**src/rtl/posit_pkg.sv**
```systemverilog
// Shared widths, helper functions and record types for the posit add datapath.
package posit_pkg;

    function automatic int unsigned clog2(input int unsigned value);
        int unsigned r;
        r = 0;
        for (int unsigned i = 0; i < 32; i++) begin
            if ((64'd1 << i) < 64'(value)) r = i + 1;
        end
        return r;
    endfunction

    // Mantissa width including the hidden bit, as produced by extraction.
    function automatic int unsigned m_width(input int unsigned n, input int unsigned es);
        return n - es + 3;
    endfunction

    // Signed scale width: regime (rs+1 bits) shifted by es, plus headroom.
    function automatic int unsigned sw_width(input int unsigned rs, input int unsigned es);
        return rs + es + 2;
    endfunction

    // Aligned width: mantissa plus guard and sticky positions.
    function automatic int unsigned w_width(input int unsigned n, input int unsigned es);
        return m_width(n, es) + 2;
    endfunction

    localparam int unsigned POSIT_N  = 8;
    localparam int unsigned POSIT_ES = 3;
    localparam int unsigned POSIT_RS = clog2(POSIT_N);
    localparam int unsigned POSIT_M  = m_width(POSIT_N, POSIT_ES);
    localparam int unsigned POSIT_SW = sw_width(POSIT_RS, POSIT_ES);
    localparam int unsigned POSIT_W  = w_width(POSIT_N, POSIT_ES);

    typedef struct packed {
        logic                       sign;
        logic signed [POSIT_SW-1:0] scale;
        logic [POSIT_M-1:0]         mantissa;
        logic                       zero;
        logic                       nar;
    } posit_operand_t;

    typedef struct packed {
        logic                       sign;
        logic signed [POSIT_SW-1:0] scale;
        logic [POSIT_M-1:0]         mantissa;
        logic                       guard;
        logic                       sticky;
        logic                       zero;
        logic                       nar;
    } posit_result_t;

endpackage

```
**src/rtl/posit_add_core_if.sv**
```systemverilog
// Operand/result bundle with valid/ready handshakes for posit_add_core.
interface posit_add_core_if #(
    parameter int unsigned N  = posit_pkg::POSIT_N,
    parameter int unsigned ES = posit_pkg::POSIT_ES,
    parameter int unsigned RS = posit_pkg::clog2(N)
);
    localparam int unsigned M  = posit_pkg::m_width(N, ES);
    localparam int unsigned SW = posit_pkg::sw_width(RS, ES);

    logic                 in_valid;
    logic                 in_ready;
    logic                 A_Sign;
    logic                 B_Sign;
    logic signed [RS:0]   A_RegimeValue;
    logic signed [RS:0]   B_RegimeValue;
    logic [ES-1:0]        A_Exponent;
    logic [ES-1:0]        B_Exponent;
    logic [M-1:0]         A_Mantissa;
    logic [M-1:0]         B_Mantissa;
    logic                 A_Zero;
    logic                 B_Zero;
    logic                 A_NaR;
    logic                 B_NaR;

    logic                 out_valid;
    logic                 out_ready;
    logic                 Sign;
    logic signed [SW-1:0] Scale;
    logic [M-1:0]         Mantissa;
    logic                 Guard;
    logic                 Sticky;
    logic                 Zero;
    logic                 NaR;

    modport master (
        output in_valid, A_Sign, B_Sign, A_RegimeValue, B_RegimeValue,
               A_Exponent, B_Exponent, A_Mantissa, B_Mantissa,
               A_Zero, B_Zero, A_NaR, B_NaR, out_ready,
        input  in_ready, out_valid, Sign, Scale, Mantissa, Guard, Sticky, Zero, NaR
    );

    modport slave (
        input  in_valid, A_Sign, B_Sign, A_RegimeValue, B_RegimeValue,
               A_Exponent, B_Exponent, A_Mantissa, B_Mantissa,
               A_Zero, B_Zero, A_NaR, B_NaR, out_ready,
        output in_ready, out_valid, Sign, Scale, Mantissa, Guard, Sticky, Zero, NaR
    );

endinterface

```
**src/rtl/posit_lzc.sv**
```systemverilog
// Combinational leading-zero counter; an all-zero input reports WIDTH.
module posit_lzc
    import posit_pkg::*;
#(
    parameter int unsigned WIDTH = 11,
    parameter int unsigned CW    = clog2(WIDTH + 1)
) (
    input  logic [WIDTH-1:0] value,
    output logic [CW-1:0]    count
);

    // Scan upward so the highest set bit determines the count.
    always_comb begin
        count = CW'(WIDTH);
        for (int unsigned i = 0; i < WIDTH; i++) begin
            if (value[i]) count = CW'(WIDTH - 1 - i);
        end
    end

endmodule

```
**src/rtl/posit_add_core.sv**
```systemverilog
// Three-stage posit magnitude add: compare/swap, align, add/normalize.
// Operand/result records are sized by the posit_pkg configuration, so the
// N/ES/RS parameters here must match POSIT_N/POSIT_ES/POSIT_RS.
module posit_add_core
    import posit_pkg::*;
#(
    parameter int unsigned N  = POSIT_N,
    parameter int unsigned ES = POSIT_ES,
    parameter int unsigned RS = clog2(N)
) (
    input  logic             clk,
    input  logic             reset,
    posit_add_core_if.slave  bus
);
    localparam int unsigned M  = m_width(N, ES);
    localparam int unsigned SW = sw_width(RS, ES);
    localparam int unsigned W  = w_width(N, ES);
    localparam int unsigned DW = SW + 1;
    localparam int unsigned LW = clog2(W + 2);

    function automatic logic signed [SW-1:0] to_scale(input logic signed [RS:0] k,
                                                      input logic [ES-1:0]      e);
        logic signed [SW-1:0] ks;
        ks = SW'(k);
        return (ks <<< ES) + SW'(e);
    endfunction

    logic adv;

    posit_operand_t       op_a, op_b;
    logic                 a_is_l;
    logic                 l_sign;
    logic signed [SW-1:0] l_scale, s_scale;
    logic [M-1:0]         l_mant, s_mant;
    logic [DW-1:0]        diff_c;

    logic                 s1_valid, s1_nar, s1_sign, s1_sub;
    logic signed [SW-1:0] s1_scale;
    logic [M-1:0]         s1_mant_l, s1_mant_s;
    logic [DW-1:0]        s1_diff;

    logic [W-1:0]         ext_s, aligned_c;

    logic                 s2_valid, s2_nar, s2_sign, s2_sub;
    logic signed [SW-1:0] s2_scale;
    logic [M-1:0]         s2_mant_l;
    logic [W-1:0]         s2_aligned;

    logic [W:0]           sum, norm;
    logic [LW-1:0]        lz;
    posit_result_t        res_c;

    logic                 s3_valid;
    posit_result_t        s3_res;

    assign adv          = bus.out_ready | ~s3_valid;
    assign bus.in_ready = adv;

    // S1: unpack operands, pick the larger magnitude and the scale gap.
    always_comb begin
        op_a.sign     = bus.A_Sign;
        op_a.scale    = to_scale(bus.A_RegimeValue, bus.A_Exponent);
        op_a.mantissa = bus.A_Zero ? '0 : bus.A_Mantissa;
        op_a.zero     = bus.A_Zero;
        op_a.nar      = bus.A_NaR;
        op_b.sign     = bus.B_Sign;
        op_b.scale    = to_scale(bus.B_RegimeValue, bus.B_Exponent);
        op_b.mantissa = bus.B_Zero ? '0 : bus.B_Mantissa;
        op_b.zero     = bus.B_Zero;
        op_b.nar      = bus.B_NaR;

        if (op_b.zero)                        a_is_l = 1'b1;
        else if (op_a.zero)                   a_is_l = 1'b0;
        else if (op_a.scale != op_b.scale)    a_is_l = ($signed(op_a.scale) > $signed(op_b.scale));
        else                                  a_is_l = (op_a.mantissa >= op_b.mantissa);

        l_sign  = a_is_l ? op_a.sign     : op_b.sign;
        l_scale = a_is_l ? op_a.scale    : op_b.scale;
        l_mant  = a_is_l ? op_a.mantissa : op_b.mantissa;
        s_scale = a_is_l ? op_b.scale    : op_a.scale;
        s_mant  = a_is_l ? op_b.mantissa : op_a.mantissa;
        // A zero smaller operand contributes nothing, so its scale is ignored.
        diff_c  = (a_is_l ? op_b.zero : op_a.zero) ? '0 : (DW'(l_scale) - DW'(s_scale));
    end

    // S2: shift the smaller mantissa right, collapsing lost bits into sticky.
    always_comb begin
        ext_s     = {s1_mant_s, 2'b00};
        aligned_c = '0;
        if (s1_diff >= DW'(W)) begin
            aligned_c[0] = |s1_mant_s;
        end else begin
            aligned_c    = ext_s >> s1_diff;
            aligned_c[0] = aligned_c[0] | (|(ext_s & ~({W{1'b1}} << s1_diff)));
        end
    end

    posit_lzc #(.WIDTH(W + 1), .CW(LW)) u_lzc (
        .value (sum),
        .count (lz)
    );

    // S3: add/subtract and normalize. The lzc spans the carry bit too, so
    // shifting by lz and keeping sum[W:1] covers both the carry-out case
    // (lz=0, sum[0] folds into sticky) and renormalization; scale moves by 1-lz.
    always_comb begin
        sum   = s2_sub ? ({1'b0, s2_mant_l, 2'b00} - {1'b0, s2_aligned})
                       : ({1'b0, s2_mant_l, 2'b00} + {1'b0, s2_aligned});
        norm  = sum << lz;
        res_c = '0;
        if (s2_nar) begin
            res_c.nar = 1'b1;
        end else if (sum == '0) begin
            res_c.zero = 1'b1;
        end else begin
            res_c.sign     = s2_sign;
            res_c.scale    = s2_scale + SW'(1) - SW'(lz);
            res_c.mantissa = norm[W:3];
            res_c.guard    = norm[2];
            res_c.sticky   = |norm[1:0];
        end
    end

    // Pipeline registers: all stages advance together whenever the output can move.
    always_ff @(posedge clk) begin
        if (reset) begin
            s1_valid   <= 1'b0;
            s1_nar     <= 1'b0;
            s1_sign    <= 1'b0;
            s1_sub     <= 1'b0;
            s1_scale   <= '0;
            s1_mant_l  <= '0;
            s1_mant_s  <= '0;
            s1_diff    <= '0;
            s2_valid   <= 1'b0;
            s2_nar     <= 1'b0;
            s2_sign    <= 1'b0;
            s2_sub     <= 1'b0;
            s2_scale   <= '0;
            s2_mant_l  <= '0;
            s2_aligned <= '0;
            s3_valid   <= 1'b0;
            s3_res     <= '0;
        end else if (adv) begin
            s1_valid   <= bus.in_valid;
            s1_nar     <= op_a.nar | op_b.nar;
            s1_sign    <= l_sign;
            s1_sub     <= op_a.sign ^ op_b.sign;
            s1_scale   <= l_scale;
            s1_mant_l  <= l_mant;
            s1_mant_s  <= s_mant;
            s1_diff    <= diff_c;
            s2_valid   <= s1_valid;
            s2_nar     <= s1_nar;
            s2_sign    <= s1_sign;
            s2_sub     <= s1_sub;
            s2_scale   <= s1_scale;
            s2_mant_l  <= s1_mant_l;
            s2_aligned <= aligned_c;
            s3_valid   <= s2_valid;
            s3_res     <= res_c;
        end
    end

    assign bus.out_valid = s3_valid;
    assign bus.Sign      = s3_res.sign;
    assign bus.Scale     = s3_res.scale;
    assign bus.Mantissa  = s3_res.mantissa;
    assign bus.Guard     = s3_res.guard;
    assign bus.Sticky    = s3_res.sticky;
    assign bus.Zero      = s3_res.zero;
    assign bus.NaR       = s3_res.nar;

endmodule

```
**src/flat_wrapper.sv**
```systemverilog
// flat-port wrapper written by rule: the top's interface ports become plain ports
module posit_add_core_flat import posit_pkg::*;
#(
    parameter int unsigned N  = POSIT_N,
    parameter int unsigned ES = POSIT_ES,
    parameter int unsigned RS = clog2(N)
)
  (clk, reset, bus_in_valid, bus_A_Sign, bus_B_Sign, bus_A_RegimeValue, bus_B_RegimeValue, bus_A_Exponent, bus_B_Exponent, bus_A_Mantissa, bus_B_Mantissa, bus_A_Zero, bus_B_Zero, bus_A_NaR, bus_B_NaR, bus_out_ready, bus_in_ready, bus_out_valid, bus_Sign, bus_Scale, bus_Mantissa, bus_Guard, bus_Sticky, bus_Zero, bus_NaR);
  posit_add_core_if #(.N(N), .ES(ES), .RS(RS)) bus_i ();
  input  logic clk;
  input  logic reset;
  input wire logic [$bits(bus_i.in_valid)-1:0] bus_in_valid;
  input wire logic [$bits(bus_i.A_Sign)-1:0] bus_A_Sign;
  input wire logic [$bits(bus_i.B_Sign)-1:0] bus_B_Sign;
  input wire logic [$bits(bus_i.A_RegimeValue)-1:0] bus_A_RegimeValue;
  input wire logic [$bits(bus_i.B_RegimeValue)-1:0] bus_B_RegimeValue;
  input wire logic [$bits(bus_i.A_Exponent)-1:0] bus_A_Exponent;
  input wire logic [$bits(bus_i.B_Exponent)-1:0] bus_B_Exponent;
  input wire logic [$bits(bus_i.A_Mantissa)-1:0] bus_A_Mantissa;
  input wire logic [$bits(bus_i.B_Mantissa)-1:0] bus_B_Mantissa;
  input wire logic [$bits(bus_i.A_Zero)-1:0] bus_A_Zero;
  input wire logic [$bits(bus_i.B_Zero)-1:0] bus_B_Zero;
  input wire logic [$bits(bus_i.A_NaR)-1:0] bus_A_NaR;
  input wire logic [$bits(bus_i.B_NaR)-1:0] bus_B_NaR;
  input wire logic [$bits(bus_i.out_ready)-1:0] bus_out_ready;
  output wire logic [$bits(bus_i.in_ready)-1:0] bus_in_ready;
  output wire logic [$bits(bus_i.out_valid)-1:0] bus_out_valid;
  output wire logic [$bits(bus_i.Sign)-1:0] bus_Sign;
  output wire logic [$bits(bus_i.Scale)-1:0] bus_Scale;
  output wire logic [$bits(bus_i.Mantissa)-1:0] bus_Mantissa;
  output wire logic [$bits(bus_i.Guard)-1:0] bus_Guard;
  output wire logic [$bits(bus_i.Sticky)-1:0] bus_Sticky;
  output wire logic [$bits(bus_i.Zero)-1:0] bus_Zero;
  output wire logic [$bits(bus_i.NaR)-1:0] bus_NaR;
  assign bus_i.in_valid = bus_in_valid;
  assign bus_i.A_Sign = bus_A_Sign;
  assign bus_i.B_Sign = bus_B_Sign;
  assign bus_i.A_RegimeValue = bus_A_RegimeValue;
  assign bus_i.B_RegimeValue = bus_B_RegimeValue;
  assign bus_i.A_Exponent = bus_A_Exponent;
  assign bus_i.B_Exponent = bus_B_Exponent;
  assign bus_i.A_Mantissa = bus_A_Mantissa;
  assign bus_i.B_Mantissa = bus_B_Mantissa;
  assign bus_i.A_Zero = bus_A_Zero;
  assign bus_i.B_Zero = bus_B_Zero;
  assign bus_i.A_NaR = bus_A_NaR;
  assign bus_i.B_NaR = bus_B_NaR;
  assign bus_i.out_ready = bus_out_ready;
  assign bus_in_ready = bus_i.in_ready;
  assign bus_out_valid = bus_i.out_valid;
  assign bus_Sign = bus_i.Sign;
  assign bus_Scale = bus_i.Scale;
  assign bus_Mantissa = bus_i.Mantissa;
  assign bus_Guard = bus_i.Guard;
  assign bus_Sticky = bus_i.Sticky;
  assign bus_Zero = bus_i.Zero;
  assign bus_NaR = bus_i.NaR;
  posit_add_core #(.N(N), .ES(ES), .RS(RS)) u_core (.clk(clk), .reset(reset), .bus(bus_i));
endmodule
```
**config.mk**
```make
export PLATFORM = sky130hd
export DESIGN_NAME = posit_add_core_flat
export DESIGN_NICKNAME = d
export VERILOG_FILES = /design/src/rtl/posit_pkg.sv /design/src/rtl/posit_add_core_if.sv /design/src/rtl/posit_lzc.sv /design/src/rtl/posit_add_core.sv /design/src/flat_wrapper.sv
export SDC_FILE = /design/constraint.sdc
export NUM_CORES = 1
export LEC_CHECK = 0
export CAP_MARGIN = 5
export CORE_MARGIN = 2
export CORE_UTILIZATION = 40
export CTS_CLUSTER_DIAMETER = 150
export DETAILED_ROUTE_END_ITERATION = 10
export GPL_TIMING_DRIVEN = 1
export PLACE_DENSITY = 0.7
export SETUP_SLACK_MARGIN = 0.02
export SLEW_MARGIN = 15
export SYNTH_ARGS = -nofsm -noshare
export SYNTH_HDL_FRONTEND = slang
export SYNTH_SLANG_ARGS = --single-unit
```
**constraint.sdc**
```tcl
create_clock -name clk -period 9.7 [get_ports clk]
set_input_delay 1.94 -clock clk [delete_from_list [all_inputs] [get_ports clk]]
set_output_delay 1.94 -clock clk [all_outputs]
set_load 0.05 [all_outputs]
```
# After elaboration in Yosys (flattened, before gate mapping)
# Index checks and enable logic that the tools add are counted.
# totals
register_bits	89
latchBits	0
ram_bits	0
romBits	0
input_bits	40
out_inout_bits	23
elab_cells	78
memories	0
# classes
n_addsub	7
multipliers	0
n_div	0
order_cmp	3
eq_ne	1
shifts	3
mux	30
bitwise	7
reduce_logical	4
# op_table
operator	count
$mux W8	6
$mux W4	10
$mux W20	1
$mux W19	1
$mux W9	2
$add A7 B4 Y8	2
$add A10 B10 Y11	1
$logic_not A11 Y1	1
$mux W11	1
$shl A11 B4 Y11	1
$sub A10 B10 Y11	1
$and A10 B10 Y10	1
$not A10 Y10	1
$reduce_or A10 Y1	1
$shl A10 B9 Y10 const A	1
$shr A10 B9 Y10	1
$ge A9 B4 Y1 const B	1
$mux W1	9
$sub A8 B8 Y9	1
$add A8 B1 Y8 const B	1
$ge A8 B8 Y1	1
$gt A8 B8 Y1	1
$ne A8 B8 Y1	1
$reduce_or A8 Y1	1
other kinds (5)	7

# Depth between registers and ports, before layout
# Gate-level depths: netlist (run 1).
# depth
depth_word	17
depth_mapped	21
depth_no_buf	20

# By module
# Synthesis (run 1) repeated with hierarchy kept, for this count alone.
# hier_totals
cells_unflattened	768
area_unflattened_um2	5955.7
# by_module_without_submodules
module	n_inst	cells_each	area_per_inst_um2	seq_area_each_um2
posit_add_core	1	751	5845.6	1741.7
posit_lzc	1	17	110.1	0.0

# Worst setup path after synthesis (run 1)
# No wires, ideal clock.
# synth_path
path_type	input port to flip-flop
start	input port bus_A_Zero
end	register u_core.s1_diff[6]
setup_time_ps	117
arrival_time_ps	4988
required_time_ps	9583
path_slack_ps	4595
stages	18
n_path_buf	2
path_cell_list	clkbuf_1 -> nor2b_1 -> inv_1 -> ha_1 -> nand2b_1 -> a21o_1 -> a211oi_1 -> o41a_1 -> o31a_1 -> buf_2 -> mux2i_1 -> ha_1 -> inv_1 -> o221ai_1 -> a221oi_1 -> o221ai_1 -> xor2_1 -> a22o_1
# synth_via
elab_chain_len	8
elab_cells_between_ends	10
classes_between	add/sub (1); order compare (1); mux (8)
# synth_rtl
element	line	text
start: declaration	flat_wrapper.sv:21	input wire logic [$bits(bus_i.A_Zero)-1:0] bus_A_Zero;
$mux W8	posit_add_core.sv:63	op_a.mantissa = bus.A_Zero ? '0 : bus.A_Mantissa;
$ge A8 B8 Y1	posit_add_core.sv:75	else a_is_l = (op_a.mantissa >= op_b.mantissa);
$mux W1	posit_add_core.sv:74	else if (op_a.scale != op_b.scale) a_is_l = ($signed(op_a.scale) > $signed(op_b.scale));
$mux W1	posit_add_core.sv:73	else if (op_a.zero) a_is_l = 1'b0;
$mux W1	posit_add_core.sv:72	if (op_b.zero) a_is_l = 1'b1;
$mux W8 (on tied branches)	posit_add_core.sv:78, posit_add_core.sv:80	
$sub A8 B8 Y9	posit_add_core.sv:83	diff_c = (a_is_l ? op_b.zero : op_a.zero) ? '0 : (DW'(l_scale) - DW'(s_scale));
$mux W9 (*)	posit_add_core.sv:83	
end signal: assignment	posit_add_core.sv:152	s1_diff <= diff_c;
end: declaration	posit_add_core.sv:40	logic [DW-1:0] s1_diff;
# Mark *: on every way between the ends. The rest lies on a longest branch, timed or not.
# A chain may end at the register's enable or synchronous reset.

# Worst setup path after layout (run 1)
# Ends and elaborated chain as after synthesis.

==> results by group, run 1 <==
Hold path
  – Worst hold path cell count: 2
  – Hold endpoint: u_core.s2_scale[1]
  – Tightest Hold Check Type: reg2reg
  – Hold path start: u_core.s2_scale[1]

Clock tree
  – Clock latency on the worst-skew pair: 0.34 ns
  – Post_cts resized: 0
  – CTS Buffer Depth: 2
  – Setup Buffers After CTS: 0
  – Root Driver: clkbuf_16
  – H-tree depth: 3
  – TritonCTS Buffers: 9
  – CTS tree: yes
  – Clk sinks: 87
  – Cts hold-fix bufs: 0
  – Clock Pin Slew Worst Setup and Hold Paths: 0.06 ns

Logic synthesis
  – Syn Nets: 846
  – Synth area leader: dfxtp_1
  – Mux cell area share after synthesis: 6.68%
  – Post-synth ARST share: 0%
  – Post-synth EDFFs: 0
  – Mapped Cells: roughly 760
  – Area fraction in and, or, nand and nor cells after synthesis: ~22%
  – Post-Syn Area: 6000 um^2
  – Synth Register Bits: 87
  – Post-synth top flop: dfxtp_1
  – Netlist cell types: 69
  – Post-synthesis sequential area ratio: 29.0%
  – Yosys warnings: 0
  – Post-synthesis adder-cell area fraction: roughly 9.6%
  – Synth area leaders: dfxtp_1, ha_1, nor2_1
  – Area fraction in compound gates after synthesis: 24.4%
  – Most frequent cells after synthesis: dfxtp_1, nor2_1, nand2_1
  – Largest family of logic cells by synthesized area: compound AO/OA/AOI/OAI gates
  – XOR/XNOR share of the synthesized area: 2.17%
  – Avg Cell Area, Syn: 7.88 um^2
  – Yosys top cell area share: 29.0%

Worst setup path
  – Slowest Stage Delay on Critical Path: 0.63 ns
  – Worst r2r dst: u_core.bus.Scale[6]
  – Worst R2R Start: u_core.s2_mant_l[0]
  – CP startpoint kind: primary input
  – CP endpoint kind: flop
  – Cell family with most CP delay: compound AO/OA/AOI/OAI gates
  – CP most frequent cell: o221ai_1
  – CP max FO: 35
  – Number of cells on the critical path: 15
  – R2R cell count: 18
  – CP max-delay cell: clkdlybuf4s50_1
  – Buf+Inv Stages, Crit Path: 3
  – Crit path cell chain: clkdlybuf4s50_1, nor2b_1, inv_1, ha_1, nand2b_1, a21o_1, a211oi_1, o41a_1, o31a_1, buf_4, o221ai_1, a221oi_1, o221ai_1, xor2_1, a22o_1
  – CP Data Arrival Time: 5.89 ns
  – Reg-to-reg slack, setup: 4.92 ns
  – WS Path Type: in2reg
  – Req. time, crit path: 9.93 ns

Finish
  – Post-layout net count: 875
  – Ratio of cells with drive above 1 in the final layout: 4.91%
  – Fillers: 1,429
  – ANT cells: 0
  – Synth-to-layout area growth: 16.6%

Global routing
  – Vias in the first global route: 5,029
  – Global-route wire length before repair: roughly 25 mm
  – Pin count of the biggest net entering global routing: 86
  – Gr usage total: about 18%
  – Initial antenna violation count: 0
  – Overflow after GRT: 0

Floorplan
  – Row count: 44
  – Core Region: ~15,000 um^2
  – Die area: between 15,000 and 20,000 um^2
  – Ports: 63
  – Starting Density: 41.1%
  – Chip Width: about 130 um
  – Chip height: 126 um

Route
  – # DRC: 0
  – Via density: about 5.6
  – Post-DR wirelength/cell: around 15 um
  – Vias post-DR: 5,431
  – Antenna-violating nets left: 0
  – Detailed Route WL: 14.4 mm
  – 1st-iter DRT viols: 388
  – Drt first pass iters: 5

STA
  – Skew final: roughly 0.011 ns
  – Slew headroom: 39.8%
  – Final worst path period share: 58.3%
  – RSZ-0062 raised after global routing: no
  – Setup TNS: 0 ns
  – # setup viols final: 0
  – Slew @ Worst Pin: 0.903 ns
  – Final min period: 5.65 ns
  – Final number of hold-violating endpoints: 0
  – Final hold slack: 0.451 ns
  – Final Slew Violations: 0
  – Fmax: between 150 and 200 MHz
  – Setup slack after layout: 4.05 ns

Placed design
  – RePlAce Congestion: 0.937
  – Port buffer count: 62
  – Post-Place Setup Slack: 3.71 ns
  – HPWL Detailed: 10.5 mm

Power
  – Leak pwr: 2.77 nW
  – PwrDens: 180 nW/um^2
  – VDD IR-drop max: 0.000108 V
  – Total power: roughly 0.0013 W

Flow run
  – MaxCap Viol Count: 0

Status
  – Outcome: complete, no violations
cells by family (layout without fill, tap and decap cells):
| logic type | Yosys count | in the layout |
|---|---|---|
| flip-flops | 87 | 87 |
| XOR/XNOR | 14 | 14 |
| buffers and inverters | 93 | 126 |
| adder cells (fa/ha/maj) | 45 | 45 |
| AND/OR/NAND/NOR | 279 | 279 |
| multiplexers | 37 | 37 |
| AO/OA/AOI/OAI | 206 | 206 |
final cells by class:
class	instances	area, um^2	share of cell area (%)
repair buffers	68	661	9.45
well taps	184	230	3.29
clock buffers	10	229	3.28
clock inverters	5	82.6	1.18
inverters	43	161	2.31
flip-flops and latches	87	1740	24.9
multi-input cells	581	3880	55.6
stage by stage:
step / instance area, um^2 / utilization (%) / instances
after floorplan: 6000 / - / 761
after global placement: 6680 / 45.8 / 963
after detailed placement: 6680 / 45.8 / 963
after CTS: 6990 / 47.9 / 978
after global routing: 6990 / 47.9 / 978
final: 6990 / 47.9 / 978
report_power, final:
part	internal [W]	switching [W]	leakage, nW	total (W)
clock	0.000225	0.000138	0.153	0.000363
combinational	0.000191	0.000279	1.90	0.000470
sequential	0.000394	0.0000288	0.713	0.000423
total	0.000810	0.000446	2.77	0.00126
cells in the final DEF, fill, tap and decap left out, types with 4 or more instances in the layout:
| cell | instances |
|---|---|
| nand2_1 | 84 |
| a211oi_1 | 21 |
| o21a_1 | 4 |
| nor4_1 | 9 |
| or3_1 | 5 |
| and2_1 | 4 |
| a21oi_1 | 53 |
| or4_1 | 4 |
| mux2i_1 | 31 |
| mux2_2 | 4 |
| clkbuf_16 | 9 |
| a21o_1 | 12 |
| dfxtp_1 | 87 |
| a311oi_1 | 7 |
| o31ai_1 | 4 |
| a22o_1 | 5 |
| xnor2_1 | 9 |
| inv_1 | 41 |
| nor2b_1 | 20 |
| o22ai_1 | 5 |
| xor2_1 | 4 |
| a22oi_1 | 25 |
| nor2_1 | 87 |
| nand2b_1 | 12 |
| a211o_1 | 7 |
| a221oi_1 | 11 |
| nand3b_1 | 4 |
| o21ai_0 | 16 |
| buf_4 | 6 |
| nor3_1 | 19 |
| ha_1 | 43 |
| nor3b_1 | 4 |
| clkdlybuf4s50_1 | 61 |
| nand3_1 | 16 |
worst register-to-register path, delay by kind of cell, from the launching register on:
family | cells | cell delay [ns]
AOI/OAI and AO/OA | 6 | 1.26
xor gates and xnor gates | 1 | 0.08
adders and majority gates | 4 | 1.29
buffers and inverters | 1 | 0.06
DFF | 1 | 0.39
and+or+nand+nor | 6 | 1.57
layer usage:
metal / vias to the layer above / wire [um] / track usage [%]
met3: 21 / 415 / 2.28
met5: - / 0 / 0
met1: 2507 / 7300 / 27.0
met2: 98 / 6380 / 28.2
met4: 0 / 278 / 6.08
li1: 2805 / - / -
how the worst max path moves through the flow:
| stage | startpoint | endpoint | slack (ns) |
|---|---|---|---|
| floorplan | bus_A_Zero | u_core.s1_diff[6] | 4.59 |
| global placement | bus_A_Zero | u_core.s1_diff[8] | 3.82 |
| detailed placement | bus_A_Zero | u_core.s1_diff[6] | 3.71 |
| CTS | bus_A_Zero | u_core.s1_diff[6] | 4.08 |
| global route | bus_A_Zero | u_core.s1_diff[8] | 3.64 |
| finish | bus_A_Zero | u_core.s1_diff[6] | 4.05 |
state kept, by name, indices dropped and copies added, names as in the netlist, 7 cells and up:
name and cells:
u_core.s1_scale 7, u_core.s1_mant_s 8, u_core.bus.Scale 8, u_core.s2_mant_l 8, u_core.s2_scale 7, u_core.s2_aligned 10, u_core.s1_mant_l 8, u_core.s1_diff 9
u_core.bus.Mantissa 8
(Power assumes the default switching activity.)
==> run 2: changes to the inputs <==
clock period = 5.36 ns   (was 9.7 ns; I/O delays follow)
==> results by group, run 2 (same netlist as run 1, synthesis figures left out) <==
STA
  – Fmax: approximately 210 MHz
  – Final number of hold-violating endpoints: 0 (unchanged)
  – Setup slack after layout: 0.595 ns (was 4.05 ns)
  – Slew @ Worst Pin: 0.919 ns (was 0.903 ns)
  – RSZ-0062 raised after global routing: no (unchanged)
  – Setup TNS: 0 ns (unchanged)
  – Skew final: 0.0105 ns (was 0.0114 ns)
  – Slew headroom: 38.8% (was 39.8%)
  – Final Slew Violations: 0 (unchanged)
  – Final worst path period share: 88.9%
  – Final min period: 4.76 ns
  – # setup viols final: 0 (unchanged)

Worst setup path
  – Worst r2r dst: u_core.bus.Scale[6] (unchanged)
  – CP Data Arrival Time: 4.97 ns (was 5.89 ns)
  – Critical path origin: u_core.s2_mant_l[0] (was bus_A_Zero)
  – Reg-to-reg slack, setup: 0.60 ns (was 4.92 ns)
  – Worst R2R Start: u_core.s2_mant_l[0] (unchanged)
  – CP endpoint kind: flop (unchanged)
  – Req. time, crit path: 5.56 ns (was 9.93 ns)
  – R2R cell count: 18 (unchanged)
  – CP max FO: 6 (was 35)
  – CP startpoint kind: flop (was primary input)
  – WS Path Type: reg2reg (was in2reg)

Route
  – Vias post-DR: 5,482 (was 5,431)
  – Antenna-violating nets left: 0 (unchanged)
  – # DRC: 0 (unchanged)
  – 1st-iter DRT viols: 424 (was 388)
  – Via density: 5.57 (was 5.55)
  – Drt first pass iters: 4 (was 5)
  – Detailed Route WL: 14.6 mm (was 14.4 mm)
  – Post-DR wirelength/cell: 14.8 um (was 14.7 um)

Finish
  – Largest reg by FF count: u_core.s2_aligned (unchanged)
  – Area occupied by multi-input gates: 3880 um^2 (unchanged)
  – Reg area: 1740 um^2 (unchanged)
  – ANT cells: 0 (unchanged)
  – Ratio of cells with drive above 1 in the final layout: 5.63% (was 4.91%)
  – Final Core Density: 48.3% (was 47.9%)
  – Largest regs: u_core.s2_aligned: 10 flops, u_core.s1_diff: 9 flops (unchanged)
  – Final instance area: 7050 um^2 (was 6990 um^2)
  – Number of flip-flops in the largest register: 10 (unchanged)
  – Finished Layout Cells: 984 (was 978)
  – Most frequent cells in the layout: nor2_1, dfxtp_1, nand2_1, clkdlybuf4s50_1, a21oi_1 (unchanged)
  – Synth-to-layout area growth: 17.5% (was 16.6%)
  – Post-layout net count: 880 (was 875)
  – Fillers: 1,435 (was 1,429)

Power
  – PwrDens: 330 nW/um^2 (was 180 nW/um^2)
  – Leak pwr: 2.80 nW (was 2.77 nW)
  – VDD IR-drop max: 0.000178 V (was 0.000108 V)

Global routing
  – Gr usage total: 18.6% (was 18.5%)
  – Vias in the first global route: 4,981 (was 5,029)
  – Global-route wire length before repair: 24.7 mm (about the same)
  – Overflow after GRT: 0 (unchanged)
  – Initial antenna violation count: 0 (unchanged)
  – Pin count of the biggest net entering global routing: 69 (was 86)

Placed design
  – Post-Place Setup Slack: 0.393 ns (was 3.71 ns)
  – DP Cell Count: 968 (was 963)
  – Port buffer count: 62 (unchanged)
  – HPWL Detailed: 10.8 mm (was 10.5 mm)
  – RePlAce Congestion: 0.887 (was 0.937)
  – Cell Area, Placed: 6720 um^2 (was 6680 um^2)

Hold path
  – Hold path start: u_core.bus.Mantissa[4] (was u_core.s2_scale[1])
  – Tightest Hold Check Type: reg2reg (unchanged)
  – Worst hold path cell count: 2 (unchanged)
  – Hold endpoint: u_core.bus.Mantissa[4] (was u_core.s2_scale[1])

Floorplan
  – Chip height: 126 um (unchanged)
  – Ports: 63 (unchanged)
  – Row count: 44 (unchanged)
  – Core Region: 14,600 um^2 (unchanged)
  – Die area: 16,000 um^2 (unchanged)
  – Starting Density: 41.1% (unchanged)
  – Chip Width: 126 um (unchanged)

Clock tree
  – Clk sinks: 87 (unchanged)
  – Root Driver: clkbuf_16 (unchanged)
  – Setup Buffers After CTS: 0 (unchanged)
  – Clock latency on the worst-skew pair: 0.34 ns (about the same)
  – H-tree depth: 3 (unchanged)
  – CTS Buffer Depth: 2 (unchanged)
  – Cts hold-fix bufs: 0 (unchanged)
  – CTS tree: yes (unchanged)
  – Post_cts resized: 0 (unchanged)
  – Clock Pin Slew Worst Setup and Hold Paths: 0.07 ns (was 0.06 ns)
  – TritonCTS Buffers: 9 (unchanged)

Status
  – Outcome: complete, no violations (unchanged)

Flow run
  – MaxCap Viol Count: 0 (unchanged)
[run 2: changes by cell type in the layout (fill, tap and decap cells not counted)]
cell      change
buf_4         +5
clkinv_4      -1
inv_8         +2
clkinv_2      -1
inv_6         +1
[run 2: worst max path at each step]
stage,to,cells after the start
finish,u_core.bus.Scale[6],18
global route,u_core.bus.Scale[6],18
CTS,u_core.bus.Scale[6],18
detailed placement,u_core.s1_diff[6],16
global placement,u_core.s1_diff[6],16
floorplan,u_core.s1_diff[6],18
[run 2: stage by stage]
stage                     hold slack [ns]  power [W]
final                               0.451    0.00232
after global routing                0.480    0.00246
after CTS                           0.452    0.00233
after detailed placement            0.443    0.00164
after global placement              0.439    0.00163
after floorplan                     0.432    0.00142
[run 2: metal layers]
| metal | track usage [%] | wire [um] | up-vias |
|---|---|---|---|
| li1 | - | - | 2821 |
| met4 | 6.46 | 294 | 0 |
| met5 | 0 | 0 | - |
| met3 | 2.57 | 497 | 18 |
| met2 | 28.1 | 6430 | 132 |
| met1 | 27.2 | 7340 | 2511 |
[run 2: worst max-delay path, stage by stage (launching register included)]
cell	delay (ns)
dfxtp_1	0.40
ha_1	0.19
inv_1	0.05
fa_1	0.40
or2_1	0.28
a2111o_1	0.40
nand4_1	0.11
nand4_1	0.25
or3_1	0.53
nand2b_1	0.32
ha_1	0.38
ha_1	0.30
a21o_1	0.15
a21o_1	0.19
a21o_1	0.17
a21oi_1	0.19
xnor2_1	0.09
a22oi_1	0.16
nor2_1	0.05
[run 2: area by class of cell]
type / instances / area share [%]
Clock buffer: 10 / 3.25
Clock inverter: 6 / 1.42
Tap cell: 184 / 3.27
Sequential cell: 87 / 24.7
Inverter: 43 / 2.29
Timing Repair Buffer: 73 / 9.91
Multi-Input combinational cell: 581 / 55.1
[run 2: where the power goes]
part	switching (W)	internal [W]	total, W
clock network	0.000277	0.000419	0.000696
logic	0.000513	0.000352	0.000865
registers	0.0000508	0.000713	0.000764
total	0.000841	0.00148	0.00232
==> run 3: changes to the inputs <==
CORE_MARGIN = unset   (was 2)
==> results by group, run 3 (same netlist as run 1, synthesis figures left out) <==
Status
  – Outcome: complete, no violations (unchanged)

STA
  – Setup slack after layout: 0.625 ns (was 0.595 ns)
  – Final hold slack: 0.453 ns (was 0.451 ns)
  – RSZ-0062 raised after global routing: no (unchanged)
  – Skew final: 0.0115 ns (was 0.0105 ns)
  – Final Slew Violations: 0 (unchanged)
  – Fmax: 211 MHz (was 210 MHz)
  – Final number of hold-violating endpoints: 0 (unchanged)
  – Slew @ Worst Pin: 0.835 ns (was 0.919 ns)
  – # setup viols final: 0 (unchanged)
  – Final worst path period share: 88.3% (was 88.9%)
  – Final min period: 4.74 ns (was 4.76 ns)
  – Setup TNS: 0 ns (unchanged)
  – Slew headroom: 43.8% (was 38.8%)

Route
  – Antenna-violating nets left: 0 (unchanged)
  – Via density: 5.51 (was 5.57)
  – Vias post-DR: 5,419 (was 5,482)
  – Drt first pass iters: 4 (unchanged)
  – # DRC: 0 (unchanged)
  – 1st-iter DRT viols: 400 (was 424)
  – Post-DR wirelength/cell: 14.6 um (was 14.8 um)
  – Detailed Route WL: 14.4 mm (was 14.6 mm)

Worst setup path
  – CP max FO: 14 (was 6)
  – Worst r2r dst: u_core.bus.Scale[6] (unchanged)
  – CP Data Arrival Time: 5.02 ns (was 4.97 ns)
  – Req. time, crit path: 5.64 ns (was 5.56 ns)
  – CP startpoint kind: primary input (was flop)
  – R2R cell count: 18 (unchanged)
  – WS Path Type: in2reg (was reg2reg)
  – Worst R2R Start: u_core.s2_mant_l[0] (unchanged)
  – CP endpoint kind: flop (unchanged)
  – Reg-to-reg slack, setup: 0.64 ns (was 0.60 ns)

Clock tree
  – Clock Pin Slew Worst Setup and Hold Paths: 0.07 ns (about the same)
  – CTS Buffer Depth: 2 (unchanged)
  – Clock latency on the worst-skew pair: 0.34 ns (about the same)
  – Setup Buffers After CTS: 0 (unchanged)
  – Cts hold-fix bufs: 0 (unchanged)
  – TritonCTS Buffers: 9 (unchanged)
  – CTS tree: yes (unchanged)
  – Post_cts resized: 0 (unchanged)
  – H-tree depth: 3 (unchanged)
  – Root Driver: clkbuf_16 (unchanged)
  – Clk sinks: 87 (unchanged)

Finish
  – Post-layout net count: 879 (was 880)
  – Largest regs: u_core.s2_aligned: 10 flops, u_core.s1_diff: 9 flops (unchanged)
  – Final instance area: 7020 um^2 (was 7050 um^2)
  – Number of flip-flops in the largest register: 10 (unchanged)
  – Most frequent cells in the layout: nor2_1, dfxtp_1, nand2_1, clkdlybuf4s50_1, a21oi_1 (unchanged)
  – Final Core Density: 48.1% (was 48.3%)
  – Synth-to-layout area growth: 17.0% (was 17.5%)
  – ANT cells: 0 (unchanged)
  – Ratio of cells with drive above 1 in the final layout: 5.51% (was 5.63%)
  – Largest reg by FF count: u_core.s2_aligned (unchanged)
  – Fillers: 1,373 (was 1,435)

Global routing
  – Overflow after GRT: 0 (unchanged)
  – Met2 Usage GRT: 29.4% (was 28.1%)
  – Pin count of the biggest net entering global routing: 71 (was 69)
  – Global Route met1 Usage: 27.3% (was 27.2%)
  – Vias in the first global route: 5,041 (was 4,981)
  – Grt met3 use: 2.66% (was 2.57%)
  – Gr usage total: 19.3% (was 18.6%)
  – Initial antenna violation count: 0 (unchanged)
  – Most used routing layer in global routing: met2 (unchanged)
  – Global-route wire length before repair: 24.7 mm (about the same)

Floorplan
  – Ports: 63 (unchanged)
  – Chip height: 124 um (was 126 um)
  – Starting Density: 41.1% (unchanged)
  – Chip Width: 124 um (was 126 um)
  – Core Region: 14,600 um^2 (unchanged)
  – Die area: 15,500 um^2 (was 16,000 um^2)
  – Row count: 44 (unchanged)

Power
  – PwrDens: 323 nW/um^2 (was 330 nW/um^2)
  – VDD IR-drop max: 0.000158 V (was 0.000178 V)
  – Leak pwr: 2.78 nW (was 2.80 nW)

Placed design
  – RePlAce Congestion: 0.920 (was 0.887)
  – Cell Area, Placed: 6710 um^2 (was 6720 um^2)
  – HPWL Detailed: 10.7 mm (was 10.8 mm)
  – Post-Place Setup Slack: 0.312 ns (was 0.393 ns)
  – Port buffer count: 62 (unchanged)

Hold path
  – Tightest Hold Check Type: reg2reg (unchanged)
  – Worst hold path cell count: 2 (unchanged)
  – Hold path start: u_core.s2_scale[6] (was u_core.bus.Mantissa[4])
  – Hold endpoint: u_core.s2_scale[6] (was u_core.bus.Mantissa[4])

Flow run
  – MaxCap Viol Count: 0 (unchanged)
## run 3: cell count changes in the layout (fill, tap and decap cells not counted)
| cell | delta |
|---|---|
| clkinvlp_4 | +2 |
| buf_4 | -1 |
| bufinv_16 | -1 |
| clkbuf_8 | +1 |
| inv_6 | -1 |
| inv_8 | -1 |
## run 3: stage by stage
step                      instances  power (W)
after global routing            983    0.00240
after floorplan                 761    0.00142
after global placement          967    0.00163
final                           983    0.00227
after CTS                       983    0.00228
after detailed placement        967    0.00164
## run 3: cell type report
cell class / count / area [um^2] / share of cell area (%)
Clock inverter: 5 / 65.1 / 0.927
Timing Repair Buffer: 72 / 691 / 9.84
Multi-Input combinational cell: 581 / 3880 / 55.4
Sequential cell: 87 / 1740 / 24.8
Tap cell: 184 / 230 / 3.28
Inverter: 43 / 161 / 2.30
Clock buffer: 11 / 243 / 3.46
## run 3: worst max-delay path, stage by stage
cell	delay, ns
clkdlybuf4s50_1	0.65
nor2b_1	0.29
inv_1	0.07
ha_1	0.29
nand2b_1	0.15
a21o_1	0.17
a211oi_1	0.25
o41a_1	0.24
o31a_1	0.21
mux2i_1	0.11
ha_1	0.18
inv_1	0.05
o221ai_1	0.14
a221oi_1	0.50
nor2_1	0.08
a2111oi_0	0.41
a211o_1	0.15
## run 3: worst max path at each step
stage                     endpoint           startpoint  slack, ns  cells past startpoint
2_1_floorplan    u_core.s1_diff[6]           bus_A_Zero       1.12                     18
3_3_place_gp     u_core.s1_diff[6]           bus_A_Zero       0.43                     17
3_5_place_dp     u_core.s1_diff[6]           bus_A_Zero       0.31                     17
4_1_cts        u_core.bus.Scale[6]  u_core.s2_mant_l[0]       0.62                     18
5_1_grt        u_core.bus.Scale[7]  u_core.s2_mant_l[0]       0.26                     17
6_report         u_core.s1_diff[8]           bus_A_Zero       0.62                     17
## run 3: routing by layer
| layer | wire [um] | up-vias |
|---|---|---|
| li1 | - | 2816 |
| met1 | 7440 | 2484 |
| met2 | 6270 | 100 |
| met3 | 335 | 19 |
| met4 | 357 | 0 |
| met5 | 0 | - |
## run 3: report_power, final
| part | internal [W] | switching (W) | leakage [nW] | total, W |
|---|---|---|---|---|
| clock | 0.000379 | 0.000260 | 0.144 | 0.000639 |
| sequential | 0.000713 | 0.0000520 | 0.713 | 0.000765 |
| combinational | 0.000352 | 0.000511 | 1.93 | 0.000863 |
